## src/rtl/pipe_hazard_ctrl_if.sv

```systemverilog
// Hazard-control bundle between the MIPS pipeline datapath and the
// central stall/flush controller. The datapath side (master) reports the
// hazard sources; the controller side (slave) returns register clock
// enables, bubble-insert controls and status.
interface pipe_hazard_ctrl_if;
    // Hazard sources reported by the datapath
    logic [4:0]  id_rs;
    logic [4:0]  id_rt;
    logic        id_uses_rs;
    logic        id_uses_rt;
    logic        id_muldiv;
    logic        ex_mem_read;
    logic [4:0]  ex_rt;
    logic        ex_branch_taken;
    logic        mem_wait;

    // Pipeline register controls returned by the controller
    logic        pc_ce;
    logic        ifid_ce;
    logic        idex_ce;
    logic        exmem_ce;
    logic        memwb_ce;
    logic        ifid_clr;
    logic        idex_clr;
    logic        exmem_clr;
    logic        muldiv_busy;
    logic [15:0] stall_count;

    modport master (
        output id_rs, id_rt, id_uses_rs, id_uses_rt, id_muldiv,
               ex_mem_read, ex_rt, ex_branch_taken, mem_wait,
        input  pc_ce, ifid_ce, idex_ce, exmem_ce, memwb_ce,
               ifid_clr, idex_clr, exmem_clr, muldiv_busy, stall_count
    );

    modport slave (
        input  id_rs, id_rt, id_uses_rs, id_uses_rt, id_muldiv,
               ex_mem_read, ex_rt, ex_branch_taken, mem_wait,
        output pc_ce, ifid_ce, idex_ce, exmem_ce, memwb_ce,
               ifid_clr, idex_clr, exmem_clr, muldiv_busy, stall_count
    );
endinterface

```

## src/rtl/pipe_hazard_ctrl.sv

```systemverilog
// Central stall/flush controller for the 5-stage MIPS pipeline.
// Arbitrates data-memory wait, taken branch, load-use and multi-cycle
// mult/div hazards into per-stage clock enables and bubble inserts.
// Controls are Mealy outputs so they act on the very next clock edge.
// A saturating counter tracks cycles in which the PC was held.
module pipe_hazard_ctrl #(
    parameter int MULDIV_CYCLES = 4
) (
    input  logic                clk,
    input  logic                rst,
    pipe_hazard_ctrl_if.slave   bus
);

    typedef enum logic [0:0] {
        ST_RUN  = 1'b0,
        ST_MDIV = 1'b1
    } state_e;

    localparam logic [7:0]  MDIV_LOAD = 8'(MULDIV_CYCLES - 1);
    localparam logic [15:0] STALL_MAX = 16'hFFFF;

    state_e      state_q, state_d;
    logic [7:0]  cnt_q, cnt_d;
    logic [15:0] stall_cnt_q, stall_cnt_d;

    logic        lu_s;
    logic        pc_ce_s, ifid_ce_s, idex_ce_s, exmem_ce_s, memwb_ce_s;
    logic        ifid_clr_s, idex_clr_s, exmem_clr_s;
    logic        busy_s;

    // Load-use detect: EX load writes a register that the ID instruction reads
    always_comb begin
        lu_s = 1'b0;
        if (bus.ex_mem_read && (bus.ex_rt != 5'd0)) begin
            lu_s = (bus.id_uses_rs && (bus.id_rs == bus.ex_rt)) ||
                   (bus.id_uses_rt && (bus.id_rt == bus.ex_rt));
        end else begin
            lu_s = 1'b0;
        end
    end

    // Hazard arbitration: next state and same-cycle register controls
    always_comb begin
        state_d     = state_q;
        cnt_d       = cnt_q;
        pc_ce_s     = 1'b0;
        ifid_ce_s   = 1'b0;
        idex_ce_s   = 1'b0;
        exmem_ce_s  = 1'b0;
        memwb_ce_s  = 1'b0;
        ifid_clr_s  = 1'b0;
        idex_clr_s  = 1'b0;
        exmem_clr_s = 1'b0;
        busy_s      = 1'b0;

        if (rst) begin
            // Pipeline held completely quiet while reset is applied
            state_d = ST_RUN;
            cnt_d   = 8'd0;
        end else begin
            case (state_q)
                ST_RUN: begin
                    if (bus.mem_wait) begin
                        // Whole pipeline frozen, nothing changes
                        state_d = ST_RUN;
                    end else if (bus.ex_branch_taken) begin
                        // Squash the two wrong-path instructions in IF/ID and ID/EX
                        pc_ce_s    = 1'b1;
                        ifid_ce_s  = 1'b1;
                        idex_ce_s  = 1'b1;
                        exmem_ce_s = 1'b1;
                        memwb_ce_s = 1'b1;
                        ifid_clr_s = 1'b1;
                        idex_clr_s = 1'b1;
                    end else if (lu_s) begin
                        // Hold IF/ID, drop a bubble into EX while the load moves on
                        idex_ce_s  = 1'b1;
                        idex_clr_s = 1'b1;
                        exmem_ce_s = 1'b1;
                        memwb_ce_s = 1'b1;
                    end else if (bus.id_muldiv) begin
                        // Mult/div enters EX now; back-end keeps draining afterwards
                        pc_ce_s    = 1'b1;
                        ifid_ce_s  = 1'b1;
                        idex_ce_s  = 1'b1;
                        exmem_ce_s = 1'b1;
                        memwb_ce_s = 1'b1;
                        state_d    = ST_MDIV;
                        cnt_d      = MDIV_LOAD;
                    end else begin
                        pc_ce_s    = 1'b1;
                        ifid_ce_s  = 1'b1;
                        idex_ce_s  = 1'b1;
                        exmem_ce_s = 1'b1;
                        memwb_ce_s = 1'b1;
                    end
                end
                ST_MDIV: begin
                    busy_s = 1'b1;
                    if (bus.mem_wait) begin
                        // Freeze also freezes the mult/div countdown
                        cnt_d = cnt_q;
                    end else begin
                        // Front end held, bubbles flow out of EX behind the mult/div
                        exmem_ce_s  = 1'b1;
                        exmem_clr_s = 1'b1;
                        memwb_ce_s  = 1'b1;
                        cnt_d       = cnt_q - 8'd1;
                        if (cnt_q <= 8'd1) begin
                            state_d = ST_RUN;
                            cnt_d   = 8'd0;
                        end else begin
                            state_d = ST_MDIV;
                        end
                    end
                end
                default: begin
                    state_d = ST_RUN;
                    cnt_d   = 8'd0;
                end
            endcase
        end
    end

    // Saturating next value of the stall counter
    always_comb begin
        stall_cnt_d = stall_cnt_q;
        if (!pc_ce_s && (stall_cnt_q != STALL_MAX)) begin
            stall_cnt_d = stall_cnt_q + 16'd1;
        end else begin
            stall_cnt_d = stall_cnt_q;
        end
    end

    // Controller state and mult/div countdown; reset aborts any sequence
    always_ff @(posedge clk or posedge rst) begin
        if (rst) begin
            state_q <= ST_RUN;
            cnt_q   <= 8'd0;
        end else begin
            state_q <= state_d;
            cnt_q   <= cnt_d;
        end
    end

    // Stall-cycle performance counter, cleared only by reset
    always_ff @(posedge clk or posedge rst) begin
        if (rst) begin
            stall_cnt_q <= 16'd0;
        end else begin
            stall_cnt_q <= stall_cnt_d;
        end
    end

    assign bus.pc_ce       = pc_ce_s;
    assign bus.ifid_ce     = ifid_ce_s;
    assign bus.idex_ce     = idex_ce_s;
    assign bus.exmem_ce    = exmem_ce_s;
    assign bus.memwb_ce    = memwb_ce_s;
    assign bus.ifid_clr    = ifid_clr_s;
    assign bus.idex_clr    = idex_clr_s;
    assign bus.exmem_clr   = exmem_clr_s;
    assign bus.muldiv_busy = busy_s;
    assign bus.stall_count = stall_cnt_q;

endmodule

```

## src/flat_wrapper.sv

```systemverilog
// flat-port wrapper written by rule: the top's interface ports become plain ports
module pipe_hazard_ctrl_flat 
#(
    parameter int MULDIV_CYCLES = 4
)
  (clk, rst, bus_id_rs, bus_id_rt, bus_id_uses_rs, bus_id_uses_rt, bus_id_muldiv, bus_ex_mem_read, bus_ex_rt, bus_ex_branch_taken, bus_mem_wait, bus_pc_ce, bus_ifid_ce, bus_idex_ce, bus_exmem_ce, bus_memwb_ce, bus_ifid_clr, bus_idex_clr, bus_exmem_clr, bus_muldiv_busy, bus_stall_count);
  pipe_hazard_ctrl_if bus_i ();
  input  logic clk;
  input  logic rst;
  input wire logic [$bits(bus_i.id_rs)-1:0] bus_id_rs;
  input wire logic [$bits(bus_i.id_rt)-1:0] bus_id_rt;
  input wire logic [$bits(bus_i.id_uses_rs)-1:0] bus_id_uses_rs;
  input wire logic [$bits(bus_i.id_uses_rt)-1:0] bus_id_uses_rt;
  input wire logic [$bits(bus_i.id_muldiv)-1:0] bus_id_muldiv;
  input wire logic [$bits(bus_i.ex_mem_read)-1:0] bus_ex_mem_read;
  input wire logic [$bits(bus_i.ex_rt)-1:0] bus_ex_rt;
  input wire logic [$bits(bus_i.ex_branch_taken)-1:0] bus_ex_branch_taken;
  input wire logic [$bits(bus_i.mem_wait)-1:0] bus_mem_wait;
  output wire logic [$bits(bus_i.pc_ce)-1:0] bus_pc_ce;
  output wire logic [$bits(bus_i.ifid_ce)-1:0] bus_ifid_ce;
  output wire logic [$bits(bus_i.idex_ce)-1:0] bus_idex_ce;
  output wire logic [$bits(bus_i.exmem_ce)-1:0] bus_exmem_ce;
  output wire logic [$bits(bus_i.memwb_ce)-1:0] bus_memwb_ce;
  output wire logic [$bits(bus_i.ifid_clr)-1:0] bus_ifid_clr;
  output wire logic [$bits(bus_i.idex_clr)-1:0] bus_idex_clr;
  output wire logic [$bits(bus_i.exmem_clr)-1:0] bus_exmem_clr;
  output wire logic [$bits(bus_i.muldiv_busy)-1:0] bus_muldiv_busy;
  output wire logic [$bits(bus_i.stall_count)-1:0] bus_stall_count;
  assign bus_i.id_rs = bus_id_rs;
  assign bus_i.id_rt = bus_id_rt;
  assign bus_i.id_uses_rs = bus_id_uses_rs;
  assign bus_i.id_uses_rt = bus_id_uses_rt;
  assign bus_i.id_muldiv = bus_id_muldiv;
  assign bus_i.ex_mem_read = bus_ex_mem_read;
  assign bus_i.ex_rt = bus_ex_rt;
  assign bus_i.ex_branch_taken = bus_ex_branch_taken;
  assign bus_i.mem_wait = bus_mem_wait;
  assign bus_pc_ce = bus_i.pc_ce;
  assign bus_ifid_ce = bus_i.ifid_ce;
  assign bus_idex_ce = bus_i.idex_ce;
  assign bus_exmem_ce = bus_i.exmem_ce;
  assign bus_memwb_ce = bus_i.memwb_ce;
  assign bus_ifid_clr = bus_i.ifid_clr;
  assign bus_idex_clr = bus_i.idex_clr;
  assign bus_exmem_clr = bus_i.exmem_clr;
  assign bus_muldiv_busy = bus_i.muldiv_busy;
  assign bus_stall_count = bus_i.stall_count;
  pipe_hazard_ctrl #(.MULDIV_CYCLES(MULDIV_CYCLES)) u_core (.clk(clk), .rst(rst), .bus(bus_i));
endmodule
```

## config.mk

```make
export PLATFORM = sky130hd
export DESIGN_NAME = pipe_hazard_ctrl_flat
export DESIGN_NICKNAME = d
export VERILOG_FILES = /design/src/rtl/pipe_hazard_ctrl_if.sv /design/src/rtl/pipe_hazard_ctrl.sv /design/src/flat_wrapper.sv
export SDC_FILE = /design/constraint.sdc
export NUM_CORES = 1
export LEC_CHECK = 0
export ABC_CLOCK_PERIOD_IN_PS = 2000
export BUFFER_PORTS_ARGS = -buffer_cell sky130_fd_sc_hd__buf_2
export CORE_MARGIN = 2
export CORE_UTILIZATION = 40
export CTS_CLUSTER_DIAMETER = 60
export DETAILED_ROUTE_END_ITERATION = 10
export GPL_ROUTABILITY_DRIVEN = 0
export PLACE_DENSITY = 0.64
export REMOVE_ABC_BUFFERS = 1
export SLEW_MARGIN = 15
export SYNTH_ARGS = -nofsm -noshare
export SYNTH_HDL_FRONTEND = slang
export SYNTH_SLANG_ARGS = --single-unit
```

## constraint.sdc

```tcl
create_clock -name clk -period 2 [get_ports clk]
set_input_delay 0.4 -clock clk [delete_from_list [all_inputs] [get_ports clk]]
set_output_delay 0.4 -clock clk [all_outputs]
set_load 0.01 [all_outputs]
```

== After elaboration in Yosys (flattened, before gate mapping) ==
Index checks and enable logic that the tools add are counted.
Word-level totals
  output and inout port bits: 25
  bits of input ports: 23
  word-level logic and storage cells: 62
  register bits after elaboration: 25
Cells by class
  add/sub/neg operators: 2
  reduce and logical (&&, ||, !) cells: 8
  equality and inequality tests: 8
  order comparisons: 1
  multiplexer cells: 39
  bitwise logic cells: 1
Operators with widths (number)
  $mux W8: 7
  $mux W1: 30
  $add A16 B1 Y16 const B: 1
  $ne A16 B16 Y1 const B: 1
  $pmux W8 S2: 1
  $ne A3 B3 Y1 const B: 5
  $eq A5 B5 Y1: 2
  $le A8 B1 Y1 const B: 1
  $sub A8 B1 Y8 const B: 1
  $reduce_and A5 Y1: 1
  $reduce_bool A5 Y1: 1
  $logic_and A1 B1 Y1: 4
  $pmux W1 S2: 1
  $logic_not A1 Y1: 1
  $logic_or A1 B1 Y1: 1
  $not A1 Y1: 1

== Depth between registers and ports, before layout ==
Gate-level depths: netlist of run 1.
  word-level depth: 11
  gate-level depth with buffers: 8
  depth with buffers taken out: 8

== Worst setup path before layout of run 1 ==
Ideal clock, no wire load.
  path kind: input -> register
  start: in rst
  end: reg u_core.cnt_q[3]
  library setup time: 77 ps
  stages: 7
  required time: 1923 ps
  buffers on the path: 1
  arrival: 2035 ps
  setup slack: -112 ps
  cell sequence: clkbuf_1 > inv_1 > o21a_1 > nor2_1 > o41ai_2 > or3_1 > a21oi_1
Between the ends
  word-level cells in the longest chain between the ends: 2
  elaborated cells on any way between the ends: 7
  those cells by class: eq/ne (5); mux (1); reduce/logical (1)
RTL lines
  start: declaration: line flat_wrapper.sv:9  | input logic rst;
  $ne A3 B3 Y1 (no line)
  $reduce_and A5 Y1 (no line)
  end signal: assignment: line pipe_hazard_ctrl.sv:142  | cnt_q <= cnt_d;
  end: declaration: line pipe_hazard_ctrl.sv:23  | logic [7:0] cnt_q, cnt_d;
Parallel ways exist; a longest one is shown, timed or not.
A chain may end at the register's enable or synchronous reset.

== Worst setup path after layout of run 1 ==
  start: in bus_ex_rt[0]
  end: out bus_ifid_ce
Between the ends
  word-level cells in the longest chain between the ends: 9
  elaborated cells on any way between the ends: 13
  those cells by class: eq/ne (2); mux (6); reduce/logical (5)
RTL lines
  start: declaration: line flat_wrapper.sv:16  | input wire logic [$bits(bus_i.ex_rt)-1:0] bus_ex_rt;
  $eq A5 B5 Y1 (on tied branches): line pipe_hazard_ctrl.sv:35, pipe_hazard_ctrl.sv:36
  $logic_and A1 B1 Y1 (on tied branches): line pipe_hazard_ctrl.sv:35, pipe_hazard_ctrl.sv:36
  $logic_or A1 B1 Y1: line pipe_hazard_ctrl.sv:35  | lu_s = (bus.id_uses_rs && (bus.id_rs == bus.ex_rt)) ||
  $mux W1 *: line pipe_hazard_ctrl.sv:34  | if (bus.ex_mem_read && (bus.ex_rt != 5'd0)) begin
  $mux W1 *: line pipe_hazard_ctrl.sv:75  | end else if (lu_s) begin
  $mux W1 *: line pipe_hazard_ctrl.sv:66  | end else if (bus.ex_branch_taken) begin
  $mux W1 *: line pipe_hazard_ctrl.sv:63  | if (bus.mem_wait) begin
  $mux W1 *: line pipe_hazard_ctrl.sv:61  | case (state_q)
  $mux W1 *: line pipe_hazard_ctrl.sv:56  | if (rst) begin
  end: declaration: line flat_wrapper.sv:20  | output wire logic [$bits(bus_i.ifid_ce)-1:0] bus_ifid_ce;
Every way passes the cells marked *; elsewhere a longest branch is shown, timed or not.

==> results.json, run 1 <==
{
  "powerDensity_nw_per_um2": 828,
  "critPathMaxFanout": 3,
  "worstMarginPinSlew_ps": 371,
  "max_slew_margin_pct": 75.2,
  "cellLeakagePower_uw": 0.00107,
  "synth_top_area_share_pct": 40.5,
  "die_w_um": 66.2,
  "clockBufferDepth": 2,
  "period_needed_ps": 2150,
  "ir_drop_mv": 0.584,
  "dpl.hpwl_mm": 2.74,
  "synth.area.top_cells": "dfrtp_1 (40%), xor2_1 (11%), nor3_1 (4.2%)",
  "hold_viol_final": 0,
  "wl_per_cell_um": 13.4,
  "pre_cts_ws_ps": -158,
  "cp.arrival_ps": 1750,
  "num_rows": 22,
  "crit_chain": "buf_8, xor2_1, nor4_2, a32oi_2, or2_4, o21a_1, buf_2",
  "cpMaxStageDelayCell": "nor4_2",
  "hold_path_class": "primary input to asynchronous set/reset pin",
  "critical_path_class": "primary input to primary output",
  "multi_input_area_um2": 907,
  "fin_nets": 266,
  "clk_latency_ps": 260,
  "grt_remaining_overflow": 0,
  "synth_warnings": 0,
  "routed_wl_mm": 3.83,
  "synth_top_area_cell": "dfrtp_1",
  "clock_sinks": 25,
  "skew_ps": 3.85,
  "antennaDiodeCount": 0,
  "die_y_um": 66.2,
  "ios": 48,
  "status": "finished, violations left",
  "min_period_over_period_pct": 107,
  "area_growth_pct": 39.3,
  "numCtsBuffers": 3,
  "drc_errors": 0,
  "final_cells": 287,
  "endpoint_kind": "primary output",
  "syn_inst": 167,
  "setup_violations": 3,
  "grt_max_degree": 28,
  "yosysSeqAreaShare_pct": 40.5,
  "maxCapViolCount": 0,
  "fill_cells": 335,
  "setup_slack_ps": -145,
  "place_inst": 279,
  "slowest_delay_ps": 370,
  "drt_first_pass_iters": 4,
  "vias_per_cell": 5.01,
  "start_util_pct": 41.9,
  "worstSetupStartpointType": "primary input",
  "grt_setup_unrepaired": "true",
  "grt_pass1_wl_mm": 6.02,
  "via_count": 1438,
  "holdBufCountCts": 0,
  "drt_iter0_drc": 72,
  "clkSlewWorstSetupHoldPaths_ps": 80,
  "antenna_found_initial": 0,
  "coreArea_um2": 3690,
  "drive_above_1_share_pct": 40.2,
  "root_buffer": "clkbuf_8",
  "slew_viol_final": 0,
  "fin_tns_setup_ps": -414,
  "port_buffers": 47,
  "final_antenna_net_count": 0,
  "violations": "negative setup slack",
  "worstPathRequired_ps": 1600,
  "cts_tree": "done",
  "synth_cell_types": 40,
  "netlist_area_um2": 1550,
  "seqCellArea_um2": 628,
  "die-area_um2": 4380,
  "power.total_uw": 1780,
  "fmax_mhz": 466,
  "finalCoreUtilization_pct": 58.3,
  "synth_area_per_cell_um2": 9.25,
  "grt_pass1_vias": 1350,
  "grt.total_usage_pct": 17.4,
  "synth-seq-cells": 25,
  "cts.htree.levels": 1
}
## flip-flops by register name, summed over array words and instances (netlist names)
signal                  count
u_core.bus.stall_count     16
u_core.cnt_q                8
u_core.state_q              1
## area by class of cell
class	instances	area share, %
well taps	48	2.79
repair buffers	73	21.7
clock buffers	4	2.09
flip-flops and latches	25	29.2
multi-input cells	125	42.2
inverters	12	2.09
## worst max-delay path: cells and delay by family
family	cells	cell delay, ps
AOI/OAI and AO/OA	2	290
xor gates and xnor gates	1	170
and+or+nand+nor	2	650
buffers and inverters	2	240
## cells in the final DEF (no fill, tap or decap), drive strengths merged, types with 6 or more instances in the layout
cell	instances
nor2	14
buf	73
nor4	6
xnor2	6
nand2	8
inv	12
o21ai	11
dfrtp	25
nand3	6
xor2	19
nor3	13
## synth_stat cells, drive strengths merged
| cell | n |
|---|---|
| or3 | 4 |
| a32oi | 1 |
| clkbuf | 1 |
| nand3 | 6 |
| o21ba | 1 |
| and2 | 2 |
| xnor2 | 6 |
| or2 | 2 |
| nand2 | 8 |
| a21boi | 1 |
| a41o | 1 |
| o21ai | 11 |
| mux2 | 1 |
| inv | 12 |
| o41ai | 1 |
| nor2b | 1 |
| a21oi | 4 |
| buf | 4 |
| nand2b | 3 |
| xor2 | 19 |
| a41oi | 1 |
| o21a | 4 |
| nor4 | 6 |
| o31ai | 2 |
| ha | 3 |
| a31oi | 1 |
| nand4 | 4 |
| nand3b | 1 |
| nor2 | 14 |
| a31o | 1 |
| nor3 | 13 |
| dfrtp | 25 |
| or4 | 3 |
## report_power, final
part / internal (uW) / switching (uW) / total (uW)
Clock: 142 / 144 / 286
Sequential: 613 / 70.7 / 684
Combinational: 398 / 414 / 813
Total: 1150 / 629 / 1780
## logic make-up (layout without fill, tap and decap cells)
group                    after synthesis  in the layout  share of synthesized area (%)
XOR/XNOR                              25             25                           14.2
buffers and inverters                 17             89                           5.59
adder cells (fa/ha/maj)                3              3                           2.43
AND/OR/NAND/NOR                       67             67                           23.2
AO/OA/AOI/OAI                         29             29                           13.4
multiplexers                           1              1                          0.729
flip-flops                            25             25                           40.5
## per-layer routing
metal / global-route usage, % / wire, um / vias to the layer above / share of wire [%]
li1: - / - / 728 / -
met4: 0.765 / 51 / 0 / 1.3
met3: 3.92 / 160 / 4 / 4.2
met1: 23.5 / 1740 / 676 / 45
met5: 0 / 0 / - / 0
met2: 29.9 / 1880 / 30 / 49
## what timing repair did
action,CTS,global route
setup buffers,1,2
cloned,0,1
setup endpoints to repair,3,23
gates resized for setup,7,19
pin swaps,8,12
## final timing paths
kind / start / end / slack (ps) / depth (start not counted)
hold reg to reg: u_core.bus.stall_count[10]$_DFFE_PP0P_ / u_core.bus.stall_count[10]$_DFFE_PP0P_ / 500 / 1
setup reg to reg: u_core.bus.stall_count[10]$_DFFE_PP0P_ / u_core.bus.stall_count[9]$_DFFE_PP0P_ / 100 / 7
max in group asynchronous: rst / u_core.state_q$_DFF_PP0_ / 1420 / 3
min in group clk: rst / u_core.cnt_q[0]$_DFFE_PP0P_ / 470 / 2
setup / recovery: bus_ex_rt[0] / bus_ifid_ce / -150 / 7
hold / removal: rst / u_core.cnt_q[0]$_DFFE_PP0P_ / 310 / 3
## metrics by stage
step | hold WS (ps) | instance area [um^2]
6_report | 306 | 2150
5_1_grt | 325 | 2150
4_1_cts | 294 | 2050
3_5_place_dp | 481 | 1960
3_3_place_gp | 479 | 1960
2_1_floorplan | 450 | 1500
Power figures use the tool's default switching activity.
==> run 2, diff against run 1 <==
PLACE_DENSITY = 0.67   (was 0.64)
SKIP_LAST_GASP = 1   (was unset)
==> run 2 against run 1 <==
The run still ends with negative setup slack left. Sequential share of layout area down 0.54 points. Worst setup slack better by 67 ps. Sequential cell count unchanged. Critical path depth unchanged. Final cell count up 1.7%. Clock skew up 1.2 ps. Cell area up 1.7%. Non-clock buffer count up 5. Register-to-register slack about the same. Sequential power about the same. Combinational power up 3.0%. Clock-buffer cell count unchanged. Largest power group unchanged.
==> results.json, run 2 (synthesized netlist as in run 1, its figures left out) <==
{
  "area_growth_pct": 41.6,
  "min_period_over_period_pct": 104,
  "cellLeakagePower_uw": 0.00110,
  "place_inst": 282,
  "final_cell_mix": "buf_2 (40), buf_4 (28), dfrtp_1 (24)",
  "hold_path_class": "primary input to asynchronous set/reset pin",
  "fmax_mhz": 481,
  "cts_tree": "done",
  "via_count": 1496,
  "final_common_cell": "buf_2",
  "cpMaxStageDelayCell": "nor4_1",
  "wl_per_cell_um": 13.3,
  "drt_first_pass_iters": 4,
  "start_util_pct": 41.9,
  "drc_errors": 0,
  "worstMarginPinSlew_ps": 369,
  "numCtsBuffers": 3,
  "skew_ps": 5.03,
  "endpoint_kind": "primary output",
  "crit_buf_inv": 2,
  "slowest_delay_ps": 300,
  "status": "finished, violations left",
  "drive_above_1_share_pct": 39.8,
  "antennaDiodeCount": 0,
  "cp.arrival_ps": 1680,
  "grt_pass1_wl_mm": 5.82,
  "die-area_um2": 4380,
  "holdBufCountCts": 0,
  "powerDensity_nw_per_um2": 831,
  "clock_sinks": 25,
  "critPathMaxFanout": 3,
  "die_w_um": 66.2,
  "num_rows": 22,
  "ios": 48,
  "drt_iter0_drc": 91,
  "worstPathRequired_ps": 1600,
  "period_needed_ps": 2080,
  "setup_violations": 3,
  "routed_wl_mm": 3.90,
  "grt_setup_unrepaired": "true",
  "largest_reg_flops": 16,
  "critical_path_class": "primary input to primary output",
  "grt_pass1_vias": 1339,
  "final_antenna_net_count": 0,
  "crit_family": "simple AND/OR/NAND/NOR gates",
  "coreArea_um2": 3690,
  "hold_viol_final": 0,
  "root_buffer": "clkbuf_8",
  "slew_viol_final": 0,
  "fin_nets": 271,
  "setup_slack_ps": -78.1,
  "cts.htree.levels": 1,
  "port_buffers": 47,
  "fill_cells": 337,
  "crit_chain": "buf_6, xor2_1, nor4_1, a32oi_1, or2_1, o21a_1, buf_2",
  "clkSlewWorstSetupHoldPaths_ps": 90,
  "clk_latency_ps": 260,
  "antenna_found_initial": 0,
  "grt.total_usage_pct": 16.9,
  "vias_per_cell": 5.12,
  "worstSetupStartpointType": "primary input",
  "maxCapViolCount": 0,
  "max_slew_margin_pct": 75.2,
  "grt_max_degree": 28,
  "ir_drop_mv": 0.500,
  "clockBufferDepth": 2,
  "reg2reg_from": "u_core.bus.stall_count[0]$_DFFE_PP0P_",
  "cp-startpoint": "bus_id_rs[0]",
  "grt_remaining_overflow": 0,
  "final_cells": 292,
  "violations": "negative setup slack",
  "die_y_um": 66.2,
  "dpl.hpwl_mm": 2.70,
  "power.total_uw": 1820
}
run 2: tightest hold or removal path, stage by stage:
cell and delay (ps):
buf_2 150, inv_1 80, buf_4 330
run 2: power breakdown:
group          switching, uW  internal (uW)  leakage (uW)  total (uW)
Clock                    154            142     0.0000228         296
Sequential              72.4            613      0.000318         685
Combinational            413            424      0.000759         837
run 2: final cells by class:
class | instances | area [um^2] | share of cell area [%]
tap | 48 | 60.1 | 2.74
timing repair buffer | 78 | 532 | 24.3
clock buffer | 4 | 45.0 | 2.06
multi-input combinational | 125 | 880 | 40.2
sequential | 25 | 627 | 28.6
inverter | 12 | 45.0 | 2.06
run 2: what timing repair did:
item,in CTS,in global routing
pin swaps,9,15
resized for setup,8,16
buffers inserted,2,5
setup endpoints to repair,3,20
run 2: per-stage QoR:
step	util (%)	TNS [ps]	worst slack [ps]	area, um^2	hold slack, ps
after floorplan	-	-431	-86.6	1500	450
after global routing	59.3	-577	-159	2190	317
after global placement	54.2	-1810	-149	2000	492
after CTS	56.8	-109	-46.7	2100	288
final	59.3	-210	-78.1	2190	287
after detailed placement	54.2	-2020	-166	2000	487
run 2: routing by layer:
layer	wire, um	GRT usage, %	vias to the layer above
met4	35	2.55	0
met5	0	0	-
met3	197	3.58	8
met1	1600	21.5	707
met2	2060	29.9	44
li1	-	-	737
run 2: final timing paths:
check / end / slack [ps] / cells after the start
worst max-delay path: bus_pc_ce / -80 / 7
worst min register to register: u_core.bus.stall_count[10]$_DFFE_PP0P_ / 490 / 1
max in group asynchronous: u_core.cnt_q[0]$_DFFE_PP0P_ / 1440 / 3
worst max register to register: u_core.bus.stall_count[1]$_DFFE_PP0P_ / 100 / 6
min in group clk: u_core.cnt_q[0]$_DFFE_PP0P_ / 440 / 2
worst min-delay path: u_core.state_q$_DFF_PP0_ / 290 / 3
